`src/rtl/seven_seg_if.sv`:
```
// Digit-data and display-pin bundle between time-keeping logic and the seven-segment scanner.
// The driver side of the bus uses the master modport, the scanner uses slave.
interface seven_seg_if #(
    parameter int NUM_DIGITS = 4
);
    logic [4*NUM_DIGITS-1:0] digits;
    logic [NUM_DIGITS-1:0]   dp_in;
    logic [NUM_DIGITS-1:0]   blink_mask;
    logic                    blank_lz;
    logic                    load;
    logic [NUM_DIGITS-1:0]   anode;
    logic [6:0]              segments;
    logic                    decimal;
    logic                    frame_tick;

    modport master (
        output digits, dp_in, blink_mask, blank_lz, load,
        input  anode, segments, decimal, frame_tick
    );

    modport slave (
        input  digits, dp_in, blink_mask, blank_lz, load,
        output anode, segments, decimal, frame_tick
    );
endinterface

```
`src/rtl/seven_seg_scanner.sv`:
```
// Self-timed N-digit common-anode scanner: double-buffered digit data, hex decode,
// per-digit decimal points, blinking and leading-zero blanking, all outputs registered.
module seven_seg_scanner #(
    parameter int NUM_DIGITS  = 4,
    parameter int REFRESH_DIV = 100000,
    parameter int BLINK_DIV   = 64
) (
    input  logic        clk,
    input  logic        rst_n,
    seven_seg_if.slave  bus
);
    localparam int SLOT_W = $clog2(NUM_DIGITS);
    localparam int PRE_W  = (REFRESH_DIV > 1) ? $clog2(REFRESH_DIV) : 1;
    localparam int BLK_W  = (BLINK_DIV > 1) ? $clog2(BLINK_DIV) : 1;

    localparam logic [PRE_W-1:0]  PRE_LAST  = PRE_W'(REFRESH_DIV - 1);
    localparam logic [SLOT_W-1:0] SLOT_LAST = SLOT_W'(NUM_DIGITS - 1);
    localparam logic [BLK_W-1:0]  BLK_LAST  = BLK_W'(BLINK_DIV - 1);

    function automatic logic [6:0] f_hex_decode(input logic [3:0] v);
        logic [6:0] seg;
        case (v)
            4'h0:    seg = 7'b0000001;
            4'h1:    seg = 7'b1001111;
            4'h2:    seg = 7'b0010010;
            4'h3:    seg = 7'b0000110;
            4'h4:    seg = 7'b1001100;
            4'h5:    seg = 7'b0100100;
            4'h6:    seg = 7'b0100000;
            4'h7:    seg = 7'b0001111;
            4'h8:    seg = 7'b0000000;
            4'h9:    seg = 7'b0000100;
            4'hA:    seg = 7'b0001000;
            4'hB:    seg = 7'b1100000;
            4'hC:    seg = 7'b0110001;
            4'hD:    seg = 7'b1000010;
            4'hE:    seg = 7'b0110000;
            default: seg = 7'b0111000;
        endcase
        return seg;
    endfunction

    logic [PRE_W-1:0]        r_presc;
    logic [SLOT_W-1:0]       r_slot;
    logic [BLK_W-1:0]        r_blk_cnt;
    logic                    r_blink_phase;
    logic [4*NUM_DIGITS-1:0] r_sh_dig;
    logic [NUM_DIGITS-1:0]   r_sh_dp;
    logic [NUM_DIGITS-1:0]   r_sh_bm;
    logic                    r_pending;
    logic [4*NUM_DIGITS-1:0] r_act_dig;
    logic [NUM_DIGITS-1:0]   r_act_dp;
    logic [NUM_DIGITS-1:0]   r_act_bm;
    logic [NUM_DIGITS-1:0]   r_anode;
    logic [6:0]              r_segments;
    logic                    r_decimal;
    logic                    r_frame_tick;

    logic                    w_tc;
    logic                    w_wrap;
    logic                    w_zero_run;
    logic [NUM_DIGITS-1:0]   w_lz;
    logic [3:0]              w_cur_dig;
    logic                    w_cur_dp;
    logic                    w_blank;
    logic [NUM_DIGITS-1:0]   w_anode_sel;

    assign w_tc   = (r_presc == PRE_LAST);
    assign w_wrap = w_tc && (r_slot == SLOT_LAST);

    // Refresh prescaler and digit slot sequencing
    always_ff @(posedge clk or negedge rst_n) begin
        if (!rst_n) begin
            r_presc <= '0;
            r_slot  <= '0;
        end else begin
            if (w_tc) begin
                r_presc <= '0;
                r_slot  <= w_wrap ? '0 : r_slot + SLOT_W'(1);
            end else begin
                r_presc <= r_presc + PRE_W'(1);
            end
        end
    end

    // Blink timebase counts whole frames
    always_ff @(posedge clk or negedge rst_n) begin
        if (!rst_n) begin
            r_blk_cnt     <= '0;
            r_blink_phase <= 1'b0;
        end else if (w_wrap) begin
            if (r_blk_cnt == BLK_LAST) begin
                r_blk_cnt     <= '0;
                r_blink_phase <= ~r_blink_phase;
            end else begin
                r_blk_cnt <= r_blk_cnt + BLK_W'(1);
            end
        end
    end

    // Shadow/active buffering: active data only ever changes on the frame wrap,
    // and a load on the wrap cycle itself goes straight to active.
    always_ff @(posedge clk or negedge rst_n) begin
        if (!rst_n) begin
            r_sh_dig  <= '0;
            r_sh_dp   <= '0;
            r_sh_bm   <= '0;
            r_pending <= 1'b0;
            r_act_dig <= '0;
            r_act_dp  <= '0;
            r_act_bm  <= '0;
        end else begin
            if (bus.load) begin
                r_sh_dig <= bus.digits;
                r_sh_dp  <= bus.dp_in;
                r_sh_bm  <= bus.blink_mask;
            end
            if (w_wrap && bus.load) begin
                r_act_dig <= bus.digits;
                r_act_dp  <= bus.dp_in;
                r_act_bm  <= bus.blink_mask;
                r_pending <= 1'b0;
            end else if (w_wrap && r_pending) begin
                r_act_dig <= r_sh_dig;
                r_act_dp  <= r_sh_dp;
                r_act_bm  <= r_sh_bm;
                r_pending <= 1'b0;
            end else if (bus.load) begin
                r_pending <= 1'b1;
            end
        end
    end

    // A digit is a leading zero when it and every more-significant digit is 0 with no dp
    always_comb begin
        w_zero_run = 1'b1;
        w_lz       = '0;
        for (int k = NUM_DIGITS - 1; k >= 0; k--) begin
            w_zero_run = w_zero_run & (r_act_dig[4*k +: 4] == 4'd0) & ~r_act_dp[k];
            if (k != 0) begin
                w_lz[k] = w_zero_run & bus.blank_lz;
            end
        end
    end

    assign w_cur_dig   = r_act_dig[{r_slot, 2'b00} +: 4];
    assign w_cur_dp    = r_act_dp[r_slot];
    assign w_blank     = (r_act_bm[r_slot] & r_blink_phase) | w_lz[r_slot];
    assign w_anode_sel = ~(NUM_DIGITS'(1) << r_slot);

    // Output register stage: one cycle behind the slot counter
    always_ff @(posedge clk or negedge rst_n) begin
        if (!rst_n) begin
            r_anode      <= '1;
            r_segments   <= 7'b1111111;
            r_decimal    <= 1'b1;
            r_frame_tick <= 1'b0;
        end else begin
            r_frame_tick <= w_wrap;
            if (w_blank) begin
                r_anode    <= '1;
                r_segments <= 7'b1111111;
                r_decimal  <= 1'b1;
            end else begin
                r_anode    <= w_anode_sel;
                r_segments <= f_hex_decode(w_cur_dig);
                r_decimal  <= ~w_cur_dp;
            end
        end
    end

    assign bus.anode      = r_anode;
    assign bus.segments   = r_segments;
    assign bus.decimal    = r_decimal;
    assign bus.frame_tick = r_frame_tick;
endmodule

```
`src/flat_wrapper.sv`:
```
// flat-port wrapper written by rule: the top's interface ports become plain ports
module seven_seg_scanner_flat 
#(
    parameter int NUM_DIGITS  = 4,
    parameter int REFRESH_DIV = 100000,
    parameter int BLINK_DIV   = 64
)
  (clk, rst_n, bus_digits, bus_dp_in, bus_blink_mask, bus_blank_lz, bus_load, bus_anode, bus_segments, bus_decimal, bus_frame_tick);
  seven_seg_if #(.NUM_DIGITS(NUM_DIGITS)) bus_i ();
  input  logic clk;
  input  logic rst_n;
  input wire logic [$bits(bus_i.digits)-1:0] bus_digits;
  input wire logic [$bits(bus_i.dp_in)-1:0] bus_dp_in;
  input wire logic [$bits(bus_i.blink_mask)-1:0] bus_blink_mask;
  input wire logic [$bits(bus_i.blank_lz)-1:0] bus_blank_lz;
  input wire logic [$bits(bus_i.load)-1:0] bus_load;
  output wire logic [$bits(bus_i.anode)-1:0] bus_anode;
  output wire logic [$bits(bus_i.segments)-1:0] bus_segments;
  output wire logic [$bits(bus_i.decimal)-1:0] bus_decimal;
  output wire logic [$bits(bus_i.frame_tick)-1:0] bus_frame_tick;
  assign bus_i.digits = bus_digits;
  assign bus_i.dp_in = bus_dp_in;
  assign bus_i.blink_mask = bus_blink_mask;
  assign bus_i.blank_lz = bus_blank_lz;
  assign bus_i.load = bus_load;
  assign bus_anode = bus_i.anode;
  assign bus_segments = bus_i.segments;
  assign bus_decimal = bus_i.decimal;
  assign bus_frame_tick = bus_i.frame_tick;
  seven_seg_scanner #(.NUM_DIGITS(NUM_DIGITS), .REFRESH_DIV(REFRESH_DIV), .BLINK_DIV(BLINK_DIV)) u_core (.clk(clk), .rst_n(rst_n), .bus(bus_i));
endmodule
```
`config.mk`:
```
export PLATFORM = sky130hd
export DESIGN_NAME = seven_seg_scanner_flat
export DESIGN_NICKNAME = d
export VERILOG_FILES = /design/src/rtl/seven_seg_if.sv /design/src/rtl/seven_seg_scanner.sv /design/src/flat_wrapper.sv
export SDC_FILE = /design/constraint.sdc
export NUM_CORES = 1
export LEC_CHECK = 0
export ABC_CLOCK_PERIOD_IN_PS = 6170
export BUFFER_PORTS_ARGS = -buffer_cell sky130_fd_sc_hd__buf_2
export CORE_MARGIN = 2
export CORE_UTILIZATION = 55
export CTS_CLUSTER_SIZE = 25
export DETAILED_ROUTE_END_ITERATION = 10
export GPL_TIMING_DRIVEN = 0
export HOLD_SLACK_MARGIN = 0.08
export PLACE_DENSITY = 0.75
export SYNTH_ARGS = -nofsm -noshare
export SYNTH_HDL_FRONTEND = slang
export SYNTH_SLANG_ARGS = --single-unit
export TNS_END_PERCENT = 30
```
`constraint.sdc`:
```
create_clock -name clk -period 6.17 [get_ports clk]
set_input_delay 1.234 -clock clk [delete_from_list [all_inputs] [get_ports clk]]
set_output_delay 1.234 -clock clk [all_outputs]
set_load 0.005 [all_outputs]
```
After elaboration in Yosys (flattened, before gate mapping)
Memories as Yosys holds them, arrays and structs flattened.
Cells that the tools add are included.
{"block": "word_totals", "output_inout_bits": 13, "n_memories": 1, "rom_bits": 112, "reg_bits": 88, "input_bits": 28, "word_cells": 71}
{"memory": "(name not given)", "depth": 16, "width": 7, "read_ports": 1, "rd_ports_with_merged_regs": 0, "write_ports": 0, "line": "seven_seg_scanner.sv:22", "rtl": "case (v)"}
{"block": "op_classes", "addsub": 3, "n_eq_ne": 3, "shifts": 2, "reduce_logical": 9, "magnitude_cmp": 1, "muxes": 21, "bitwise": 16}
{"op": "16-bit two-way mux", "n": 2}
{"op": "4-bit two-way mux", "n": 5}
{"op": "17-bit by 1-bit adder with 17-bit output, second input constant", "n": 1}
{"op": "17-bit == test, second input constant", "n": 1}
{"op": "17-bit two-way mux", "n": 1}
{"op": "16-bit by 5-bit variable part select with 4-bit output", "n": 1}
{"op": "4-bit logical NOT", "n": 3}
{"op": "1-bit AND", "n": 9}
{"op": "1-bit two-way mux", "n": 7}
{"op": "7-bit two-way mux", "n": 1}
{"op": "6-bit by 1-bit adder with 6-bit output, second input constant", "n": 1}
{"op": "1-bit binary-select mux with 2-bit select", "n": 3}
{"op": "6-bit == test, second input constant", "n": 1}
{"op": "6-bit two-way mux", "n": 1}
{"op": "1-bit inverter", "n": 5}
{"op": "4-bit inverter", "n": 1}
{"op": "1-bit by 2-bit << shifter with 4-bit output, first input constant", "n": 1}
{"op": "1-bit logical AND", "n": 3}
{"op": "2-bit by 3-bit less-than comparator with 1-bit output, second input constant", "n": 1}
{"op": "3-bit nonzero test", "n": 1}
{"op": "2-bit by 1-bit adder with 2-bit output, second input constant", "n": 1}
{"op": "2-bit == test, second input constant", "n": 1}
{"op": "2-bit two-way mux", "n": 1}
{"op": "2-bit AND reduction", "n": 1}
{"op": "other kinds (2)", "n": 2}

Logic depth before layout (Yosys ltp)
Gate-level depths: netlist (run 1).
{"block": "logic_depth", "depth_word": 11, "ltp_mapped": 8, "ltp_nobuf": 6}

Least setup slack after synthesis (run 1)
No wires, ideal clock.
{"block": "synth_path", "kind": "input -> register", "from": "in bus_load", "to": "reg u_core.r_act_bm[3]", "t_arrival_ps": 2353, "t_required_ps": 6045, "path_buffers": 1, "path_stages": 4, "setup_ps": 125, "slack_ps": 3692, "cell_sequence": "clkbuf_1 nor2_1 or3b_2 mux2_2"}
{"block": "synth_via", "elab_chain_len": 2, "word_cells_on_any_way": 3, "cone_classes": "mux (1); reduce/logical (2)"}
{"element": "from (decl)", "line": "flat_wrapper.sv:16", "rtl": "input wire logic [$bits(bus_i.load)-1:0] bus_load;"}
{"element": "1-bit logical AND (*)", "line": "seven_seg_scanner.sv:118", "rtl": "if (w_wrap && bus.load) begin"}
{"element": "4-bit two-way mux or 2-bit nonzero test (tied branches)"}
{"element": "to (signal assigned)", "line": "seven_seg_scanner.sv:121", "rtl": "r_act_bm <= bus.blink_mask;"}
{"element": "to (signal assigned)", "line": "seven_seg_scanner.sv:126", "rtl": "r_act_bm <= r_sh_bm;"}
{"element": "to (decl)", "line": "seven_seg_scanner.sv:53", "rtl": "logic [NUM_DIGITS-1:0] r_act_bm;"}
Mark *: on every way between the ends. The rest lies on a longest branch, timed or not.
A chain may end at the register's enable or synchronous reset.

Worst setup path after layout (run 1)
{"block": "layout_path", "from": "in bus_load", "to": "reg u_core.r_act_dig[15]"}
{"block": "layout_via", "elab_chain_len": 2, "word_cells_on_any_way": 3, "cone_classes": "mux (1); reduce/logical (2)"}
{"element": "1-bit logical AND (*)", "line": "seven_seg_scanner.sv:118"}
{"element": "16-bit two-way mux or 2-bit nonzero test (tied branches)"}
{"element": "to (signal assigned)", "line": "seven_seg_scanner.sv:119", "rtl": "r_act_dig <= bus.digits;"}
{"element": "to (signal assigned)", "line": "seven_seg_scanner.sv:124", "rtl": "r_act_dig <= r_sh_dig;"}
{"element": "to (decl)", "line": "seven_seg_scanner.sv:51", "rtl": "logic [4*NUM_DIGITS-1:0] r_act_dig;"}
Marks and branches as above.

==> impl_metrics.tcl, run 1 <==
set metrics [dict create \
    run_status "finished, final reports clean" \
    core_area_sq_um 7290 \
    power_frac_clock_pct 39.5 \
    yosysWarningCount 0 \
    cts_post_setup_buffers_inserted 0 \
    peakVddDrop_mv 0.130 \
    cts.sink_count 88 \
    die_outline_area_sq_um 8310 \
    die_width_microns 91.1 \
    worstPathMaxFanout 9 \
    power_mw 1.07 \
    timing_worst_slew_pin_value_ps 629 \
    share_seq_of_total_power_pct 55.9 \
    io-pin-count 41 \
    final_cell_mix "dfrtp_1, buf_2, o22ai_1" \
    initialDrtViolationCount 258 \
    regToRegEndpoint "u_core.bus.segments[0]" \
    syn-cell-area_sq_um 4180 \
    slew_headroom_pct 57.7 \
    postSynthNetCount 405 \
    leakagePower_nw 2.07 \
    dieHeight_microns 91.1 \
    number_of_global_route_vias_before_repair 3128 \
    drive_above_1_share_pct 26.7 \
    crit_path_start_kind "primary input" \
    flow.area_growth_from_synthesis_pct 13.2 \
    max_cap_violations 0 \
    synth_largest_area_cell "dfrtp_1" \
    synthFlopType "dfrtp_1" \
    cp_data_arrival_time_ps 2630 \
    min_from "u_core.r_blink_phase" \
    grt_setup_unrepaired "no" \
    worstSetupPathType "in -> reg" \
    grt_first_pass_wirelength_mm 14.8 \
    std_cell_rows 31 \
    post_cts.resized_instances 0 \
    hold_buffers 0 \
    detail_route.wl_per_cell_microns 17.0 \
    r2r_start "u_core.r_slot[1]" \
    worst_hold_path.num_cells 1 \
    grt_usage_pct 22.2 \
    crit_path_end_kind "flip-flop" \
    power.net_switching_uw 234 \
    switching_share_pct 21.7 \
    dp_hpwl_mm 6.22 \
    final_period_utilization_pct 38.7 \
    route.detailed.vias_per_inst 6.03 \
    timing.fmax_mhz 419 \
    final-hold-violation-count 0 \
    netlist_top_cells_area "dfrtp_1, mux2_2, dfstp_2" \
    cts.path.max_buffers 2 \
    synth_seq_area_share_pct 53.1 \
    count_of_mapped_cells_out_of_synthesis 365 \
    post_synth.cell_area_avg_sq_um 11.4 \
    ys_types 48 \
    totalWireLength_mm 8.80 \
    met1_grt_util_pct 30.7 \
    worst_r2r_setup_slack_ps 3800 \
    initial_core_util_pct 57.3 \
    internal-power_uw 841 \
    final_antenna_net_count 0 \
    number_of_synthesized_flops_with_an_enable_pin 0 \
    synth-async-reset-ratio_pct 100 \
    whs_endpoint "u_core.r_blink_phase" \
    drt_drc_violations_left 0 \
    synth_seq_cells 88 \
    power_density_over_the_cells_nw_per_um2 227 \
    final.setup_skew_ps 7.23 \
    routed-via-count 3128 \
    tritoncts_clock_tree "built" \
    slew_viol_final 0 \
    cts_htree_levels 3 \
    r2r_cells 5 \
    clk_transition_reported_paths_ps 90 \
    numPortBuffers 39 \
    globalRouteMet3Util_pct 3.82 \
    cts_made_buffers 9 \
    post-route-min-period_ps 2390 \
    gr-total-overflow 0 \
    hp-class "reg -> reg" \
    antenna_found_initial 0 \
    grt_start_max_net_pins 46 \
    nets 456 \
    busiest_layer_in_global_routing "met2" \
    num_antenna_cells 0 \
    gp_routability_congestion 0.855 \
    setup_viol 0 \
    post_route_setup_tns_ps 0 \
    mostFrequentLayoutCell "dfrtp_1" \
    worst_endpoint_required_time_ps 6410 \
    detailedRoute.firstPassIterationCount 5 \
    globalRouteMet2Util_pct 34.9 \
    clock-root-buffer "clkbuf_8" \
    synth_top_area_share_pct 45.5 \
    clock_latency_ps 350 \
    combPwrFrac_pct 4.6 \
]
-- worst max path at each step --
stage	slack, ps	endpoint	cells past startpoint	from
3_5_place_dp	3420	u_core.r_act_dig[15]	4	bus_load
2_1_floorplan	3690	u_core.r_act_bm[3]	4	bus_load
5_1_grt	3570	u_core.bus.segments[0]	5	u_core.r_slot[1]
3_3_place_gp	3180	u_core.r_sh_bm[2]	1	rst_n
4_1_cts	3780	u_core.r_act_dig[15]	4	bus_load
6_report	3780	u_core.r_act_dig[15]	4	bus_load
-- critical path, cell delays in order --
cell,delay [ps]
clkbuf_1,400
nor2_1,140
or3b_2,550
mux2_2,300
-- power groups by stage --
stage,Combinational (mW),Sequential (mW),Clock (mW)
2_1_floorplan,0.0233,0.609,0
3_3_place_gp,0.0471,0.610,0
3_5_place_dp,0.0507,0.611,0
4_1_cts,0.0506,0.600,0.430
5_1_grt,0.0558,0.602,0.449
6_report,0.0494,0.600,0.425
-- cell usage after synthesis (3+ instances only) --
| master | n |
|---|---|
| o21ai_0 | 6 |
| clkbuf_1 | 13 |
| dfstp_2 | 12 |
| o22ai_1 | 42 |
| buf_2 | 4 |
| mux2_2 | 29 |
| nand4_1 | 6 |
| xnor2_1 | 12 |
| nand2_1 | 27 |
| a21oi_1 | 25 |
| dfrtp_1 | 76 |
| nand3_1 | 11 |
| ha_1 | 12 |
| nor2_1 | 19 |
| mux2i_1 | 6 |
| xor2_1 | 5 |
| nor3_1 | 3 |
| and3_1 | 3 |
| inv_1 | 12 |
| mux4_2 | 5 |
-- cell families after synthesis --
group / count (synthesis) / share of synthesized area (%)
and+or+nand+nor: 89 / 11.6
AOI/OAI and AO/OA: 88 / 13.1
DFF: 88 / 53.1
muxes: 40 / 12.0
buffers and inverters: 31 / 3.09
xor gates and xnor gates: 17 / 3.56
adders and majority gates: 12 / 3.59
-- per-stage QoR --
stage	worst slack, ps	cells	utilization, %	hold WS [ps]	area (sq um)
2_1_floorplan	3690	365	-	443	4180
3_3_place_gp	3180	503	61.7	464	4500
3_5_place_dp	3420	504	62.0	471	4520
4_1_cts	3780	519	64.8	488	4730
5_1_grt	3570	519	64.8	522	4730
6_report	3780	519	64.8	492	4730
-- cell type report --
type                       instances  area, sq um
buffer                            19         83.8
clock buffer                       9          124
clock inverter                     6         85.1
fill                             593         2560
inverter                          12         45.0
multi-input combinational        246         1830
sequential                        88         2220
tap                               99          124
timing repair buffer              40          218
-- sequential cells by signal (all words and copies together), names as in the netlist --
signal / cells
u_core.r_pending: 1
u_core.r_sh_dig: 16
u_core.r_act_dig: 16
u_core.r_act_bm: 4
u_core.r_act_dp: 4
u_core.bus.decimal: 1
u_core.r_sh_dp: 4
u_core.r_slot: 2
u_core.r_blk_cnt: 6
u_core.r_blink_phase: 1
u_core.bus.segments: 7
u_core.bus.frame_tick: 1
u_core.r_sh_bm: 4
u_core.bus.anode: 4
u_core.r_presc: 17
-- layer usage --
metal / vias up / wire (microns)
met4: 0 / 153
li1: 1448 / -
met2: 124 / 4190
met3: 16 / 514
met1: 1540 / 3940
met5: - / 0
Note: power is estimated with default switching activity, not from simulation.
==> inputs of run 2 (changes only) <==
Settings changed: ABC_AREA from default to 1, ABC_CLOCK_PERIOD_IN_PS 6170 to 2350.
Clock period 6.17 ns to 2.35 ns, I/O delays scaled along.
==> impl_metrics.tcl, run 2 <==
set metrics [dict create \
    run_status "finished, final reports clean" \
    largest-register "u_core.r_presc" \
    die_outline_area_sq_um 9050 \
    gr-total-overflow 0 \
    totalWireLength_mm 9.68 \
    number_of_synthesized_flops_with_an_enable_pin 0 \
    cts.path.max_buffers 2 \
    mostFrequentLayoutCell "nand2_1" \
    initialDrtViolationCount 243 \
    final_antenna_net_count 0 \
    clock-root-buffer "clkbuf_8" \
    ys_types 29 \
    cp_data_arrival_time_ps 2250 \
    cts.sink_count 88 \
    critical_path_buf_inv_count 3 \
    worstSetupPathType "reg -> reg" \
    hold_buffers 1 \
    clock_latency_ps 360 \
    synth_seq_cells 88 \
    leakagePower_nw 2.75 \
    dpl_worst_slack_ps 426 \
    count_of_mapped_cells_out_of_synthesis 584 \
    max_cap_violations 0 \
    grt_usage_pct 23.6 \
    cpPeakStageDelay_ps 470 \
    cts_made_buffers 9 \
    post_cts.resized_instances 0 \
    postSynthNetCount 624 \
    grt_first_pass_wirelength_mm 16.7 \
    peakVddDrop_mv 0.341 \
    flip_flop_count_of_the_largest_register_after_layout 17 \
    final_period_utilization_pct 83.7 \
    nets 677 \
    post-route-min-period_ps 1970 \
    worstPathMaxFanout 11 \
    clk_transition_reported_paths_ps 90 \
    std_cell_rows 33 \
    timing.critical_path.mode_cell "nand2_1" \
    flow.area_growth_from_synthesis_pct 12.8 \
    slew_headroom_pct 64.6 \
    syn-cell-area_sq_um 4570 \
    synthFlopType "dfrtp_1" \
    final_cell_mix "nand2_1, inv_1, dfrtp_1" \
    num_antenna_cells 0 \
    tritoncts_clock_tree "built" \
    cts_htree_levels 3 \
    worst_path_max_delay_cell "dfrtp_1" \
    dieHeight_microns 95.1 \
    drive_above_1_share_pct 14.8 \
    hp-class "in -> reg" \
    grt_setup_unrepaired "no" \
    setup_viol 0 \
    reg.largest.list "u_core.r_presc (17), u_core.r_act_dig (16), u_core.r_sh_dig (16)" \
    power_density_over_the_cells_nw_per_um2 582 \
    post_route_setup_tns_ps 0 \
    route.detailed.vias_per_inst 5.15 \
    slew_viol_final 0 \
    synth_largest_area_cell "dfrtp_1" \
    grt_start_max_net_pins 61 \
    dp_hpwl_mm 6.97 \
    yosysWarningCount 0 \
    numPortBuffers 40 \
    crit_path_start_kind "flip-flop" \
    synth_top_area_share_pct 41.7 \
    netlist_top_cells_area "dfrtp_1, nand2_1, inv_1" \
    routed-via-count 3848 \
    layout_setup_ws_ps 383 \
    synth_common_cells "nand2_1, inv_1, dfrtp_1, nand3_1, o21ai_0" \
    post-synth-top-count-cell "nand2_1" \
    detail_route.wl_per_cell_microns 13.0 \
    final-hold-violation-count 0 \
    post_synth.cell_area_avg_sq_um 7.82 \
    cp_top_family "buffers and inverters" \
    gp_routability_congestion 0.843 \
    antenna_found_initial 0 \
    io-pin-count 41 \
    detailedRoute.firstPassIterationCount 5 \
    timing_worst_slew_pin_value_ps 531 \
    final.setup_skew_ps 10.7 \
    crit_path_end_kind "flip-flop" \
    synth_seq_area_share_pct 48.6 \
    initial_core_util_pct 56.1 \
    core_area_sq_um 8130 \
    number_of_global_route_vias_before_repair 3692 \
    drt_drc_violations_left 0 \
    worst_endpoint_required_time_ps 2630 \
    critical_path.cell_chain "inv_2 -> buf_2 -> nand2_1 -> o211ai_1 -> nand2_1 -> inv_1 -> ha_1 -> nand2_1 -> nand2_1 -> nand3_1 -> nand2_1" \
    cts_post_setup_buffers_inserted 0 \
    die_width_microns 95.1 \
    timing.fmax_mhz 509 \
    synth-async-reset-ratio_pct 100 \
]
run 2: changes by cell type after synthesis, moves of 22 or more:
cell     before  now
o21ai_0       6   44
nor2_1       19   41
nand3_1      11   54
mux2_2       29    3
nand2_1      27  170
o22ai_1      42    1
inv_1        12   88
run 2: kinds of logic (layout without fill, tap and decap cells):
kind of cell | Yosys count | after routing | share of synthesized area [%]
and+or+nand+nor | 303 | 303 | 29.0
buffers and inverters | 115 | 173 | 10.6
DFF | 88 | 88 | 48.6
AOI/OAI and AO/OA | 54 | 54 | 6.14
adders and majority gates | 12 | 12 | 3.29
xor gates and xnor gates | 9 | 9 | 1.73
muxes | 3 | 3 | 0.740
run 2: worst min-delay path: stages:
cell	delay, ps
buf_2	90
nand2_1	40
o21ai_0	50
run 2: power breakdown:
part	switching, mW	internal, mW	leakage (nW)
registers	0.0272	1.59	1.07
logic	0.151	0.0888	1.58
clock network	0.537	0.602	0.107
total	0.715	2.28	2.75
run 2: metrics by stage:
stage	utilization, %	area, sq um	power, mW	instances	hold WS, ps
3_5_place_dp	60.6	4930	1.89	730	426
3_3_place_gp	60.2	4900	1.87	729	450
5_1_grt	63.3	5150	3.14	747	327
4_1_cts	63.3	5150	3.02	747	325
6_report	63.3	5150	3.00	747	334
2_1_floorplan	-	4570	1.77	584	174
run 2: worst paths after layout:
kind,start,slack (ps),cells past startpoint,endpoint
worst max-delay path,u_core.r_slot[0],380,11,u_core.bus.segments[5]
worst min-delay path,bus_digits[4],330,3,u_core.r_sh_dig[4]
worst max register to register,u_core.r_slot[0],380,11,u_core.bus.segments[5]
worst min register to register,u_core.r_act_bm[3],480,2,u_core.r_act_bm[3]
max in group asynchronous,rst_n,1150,3,u_core.r_act_dig[13]
min in group asynchronous,rst_n,580,2,u_core.r_presc[12]
run 2: area by class of cell:
cell class                 count  area (sq um)
fill                         711          2980
sequential                    88          2220
multi-input combinational    381          1870
inverter                      93           349
timing repair buffer          42           240
buffer                        22           134
clock buffer                  11           131
tap                          105           131
clock inverter                 5          82.6
run 2: routing by layer:
layer	vias up	part of all wire, %	track usage (%)
met4	0	1.2	7.00
met3	13	5.5	4.66
met2	124	46	37.1
met1	1780	48	33.4
li1	1931	-	-
met5	-	0	0
==> inputs of run 3 (changes only) <==
Settings changed: ABC_AREA 1 to 0, ABC_CLOCK_PERIOD_IN_PS 2350 to 1900.
Clock period 2.35 ns to 1.9 ns, I/O delays scaled along.
==> impl_metrics.tcl, run 3 (synthesis gave the netlist of run 1 again) <==
set metrics [dict create \
    grt_start_max_net_pins 51 \
    timing_worst_slew_pin_value_ps 658 \
    drt_drc_violations_left 0 \
    clk_transition_reported_paths_ps 90 \
    initial_core_util_pct 57.3 \
    final.setup_skew_ps 15.0 \
    post-route-min-period_ps 2010 \
    detailedRoute.firstPassIterationCount 4 \
    timing.fmax_mhz 497 \
    numPortBuffers 39 \
    regToRegEndpoint "u_core.r_act_dig[13]" \
    totalWireLength_mm 10.4 \
    tritoncts_clock_tree "built" \
    number_of_global_route_vias_before_repair 3245 \
    cell_area_after_placement_sq_um 4530 \
    die_outline_area_sq_um 8310 \
    worstSetupPathType "reg -> reg" \
    initialDrtViolationCount 217 \
    cts_htree_levels 3 \
    routed-via-count 3332 \
    cts_made_buffers 9 \
    cp_data_arrival_time_ps 2290 \
    slew_headroom_pct 55.8 \
    nets 478 \
    r2r_start "u_core.r_presc[1]" \
    std_cell_rows 31 \
    route.detailed.vias_per_inst 6.15 \
    final_antenna_net_count 0 \
    setup_viol 30 \
    clock_latency_ps 360 \
    final-hold-violation-count 0 \
    final_cell_mix "dfrtp_1, buf_2, mux2_2" \
    whs_endpoint "u_core.r_sh_dp[3]" \
    worst_r2r_setup_slack_ps -110 \
    cts.path.max_buffers 2 \
    detail_route.wl_per_cell_microns 19.2 \
    grt_setup_unrepaired "yes" \
    min_from "bus_dp_in[3]" \
    run_status "complete, but fails checks" \
    grt_first_pass_wirelength_mm 15.9 \
    peakVddDrop_mv 0.399 \
    final_period_utilization_pct 106 \
    worst_endpoint_required_time_ps 2180 \
    leakagePower_nw 2.34 \
    dieHeight_microns 91.1 \
    io-pin-count 41 \
    slew_viol_final 0 \
    worstPathMaxFanout 5 \
    failed_checks "setup timing" \
    r2r_cells 9 \
    clock-root-buffer "clkbuf_8" \
    crit_path_start_kind "flip-flop" \
    flow.area_growth_from_synthesis_pct 29.4 \
    die_width_microns 91.1 \
    gr-total-overflow 0 \
    flip_flop_count_of_the_largest_register_after_layout 17 \
    largest-register "u_core.r_presc" \
    antenna_found_initial 0 \
    grt_usage_pct 24.1 \
    power_density_over_the_cells_nw_per_um2 658 \
    layout_setup_ws_ps -113 \
    dp_hpwl_mm 6.22 \
    crit_path_end_kind "flip-flop" \
    max_cap_violations 0 \
    hold_ws_ps 268 \
    gp_routability_congestion 0.851 \
    drive_above_1_share_pct 42.2 \
    final_area_sq_um 5400 \
    core_area_sq_um 7290 \
    num_antenna_cells 0 \
    worst_hold_path.num_cells 2 \
    cts.sink_count 88 \
    mostFrequentLayoutCell "dfrtp_1" \
    reg.largest.list "u_core.r_presc (17), u_core.r_act_dig (16), u_core.r_sh_dig (16)" \
    hp-class "in -> reg" \
]
run 3: changes by cell type in the layout (fill, tap and decap cells not counted), sizes merged, moves of 13 or more:
cell   previous run  this run
a21oi             5        25
o22ai             1        42
nand4            23         6
mux2              3        29
buf              56        69
inv              92        11
o21ai            44         6
nand3            54        11
nand2           175        27
nor2             44        19
run 3: layout make-up:
type | instances | area, sq um
sequential | 88 | 2220
multi-input combinational | 246 | 2160
fill | 477 | 1890
timing repair buffer | 62 | 440
buffer | 19 | 194
clock buffer | 11 | 131
tap | 99 | 124
clock inverter | 5 | 81.3
inverter | 12 | 51.3
run 3: timing repair:
action	CTS	global route
hold endpoints to repair	34	0
resized for setup	71	36
buffers inserted	8	8
hold buffers	1	0
pin swaps	29	5
cloned	2	3
setup endpoints to repair	51	52
run 3: critical path, stage by stage, from the launching register on:
cell and delay [ps]:
dfrtp_1 420, ha_4 170, nand4_1 110, buf_4 170, nor4_4 350, and2_4 210
buf_8 140, clkbuf_16 160, o22ai_4 70, a21oi_1 120
run 3: report_power, final:
group / total, mW / switching (mW) / internal (mW)
registers: 1.95 / 0.0290 / 1.92
clock network: 1.42 / 0.679 / 0.743
logic: 0.179 / 0.0936 / 0.0855
run 3: stage by stage:
step	cells	total power, mW	utilization [%]	setup TNS (ps)	setup slack, ps
after global routing	542	3.66	74.1	-5060	-218
final	542	3.55	74.1	-1920	-113
after detailed placement	504	2.15	62.1	-12100	-354
after CTS	531	3.54	70.1	-3090	-161
after global placement	503	2.13	61.7	-27650	-301
after floorplan	365	2.05	-	-16.6	-12.4
run 3: how the worst max path moves through the flow:
stage	to	start	depth (start not counted)
3_5_place_dp	u_core.r_act_dig[3]	u_core.r_presc[13]	6
3_3_place_gp	u_core.r_act_dig[8]	u_core.r_presc[13]	6
5_1_grt	u_core.r_act_dp[0]	u_core.r_presc[1]	9
6_report	u_core.r_act_dig[13]	u_core.r_presc[1]	9
4_1_cts	u_core.r_act_bm[1]	u_core.r_presc[12]	7
2_1_floorplan	u_core.r_blk_cnt[5]	u_core.r_presc[13]	5
run 3: routing by layer:
metal	vias to the layer above	share of wire, %	track usage (%)
met5	-	0	0
met4	0	1.6	9.72
met3	14	4.8	3.40
met2	100	51	38.5
met1	1716	43	33.3
li1	1502	-	-
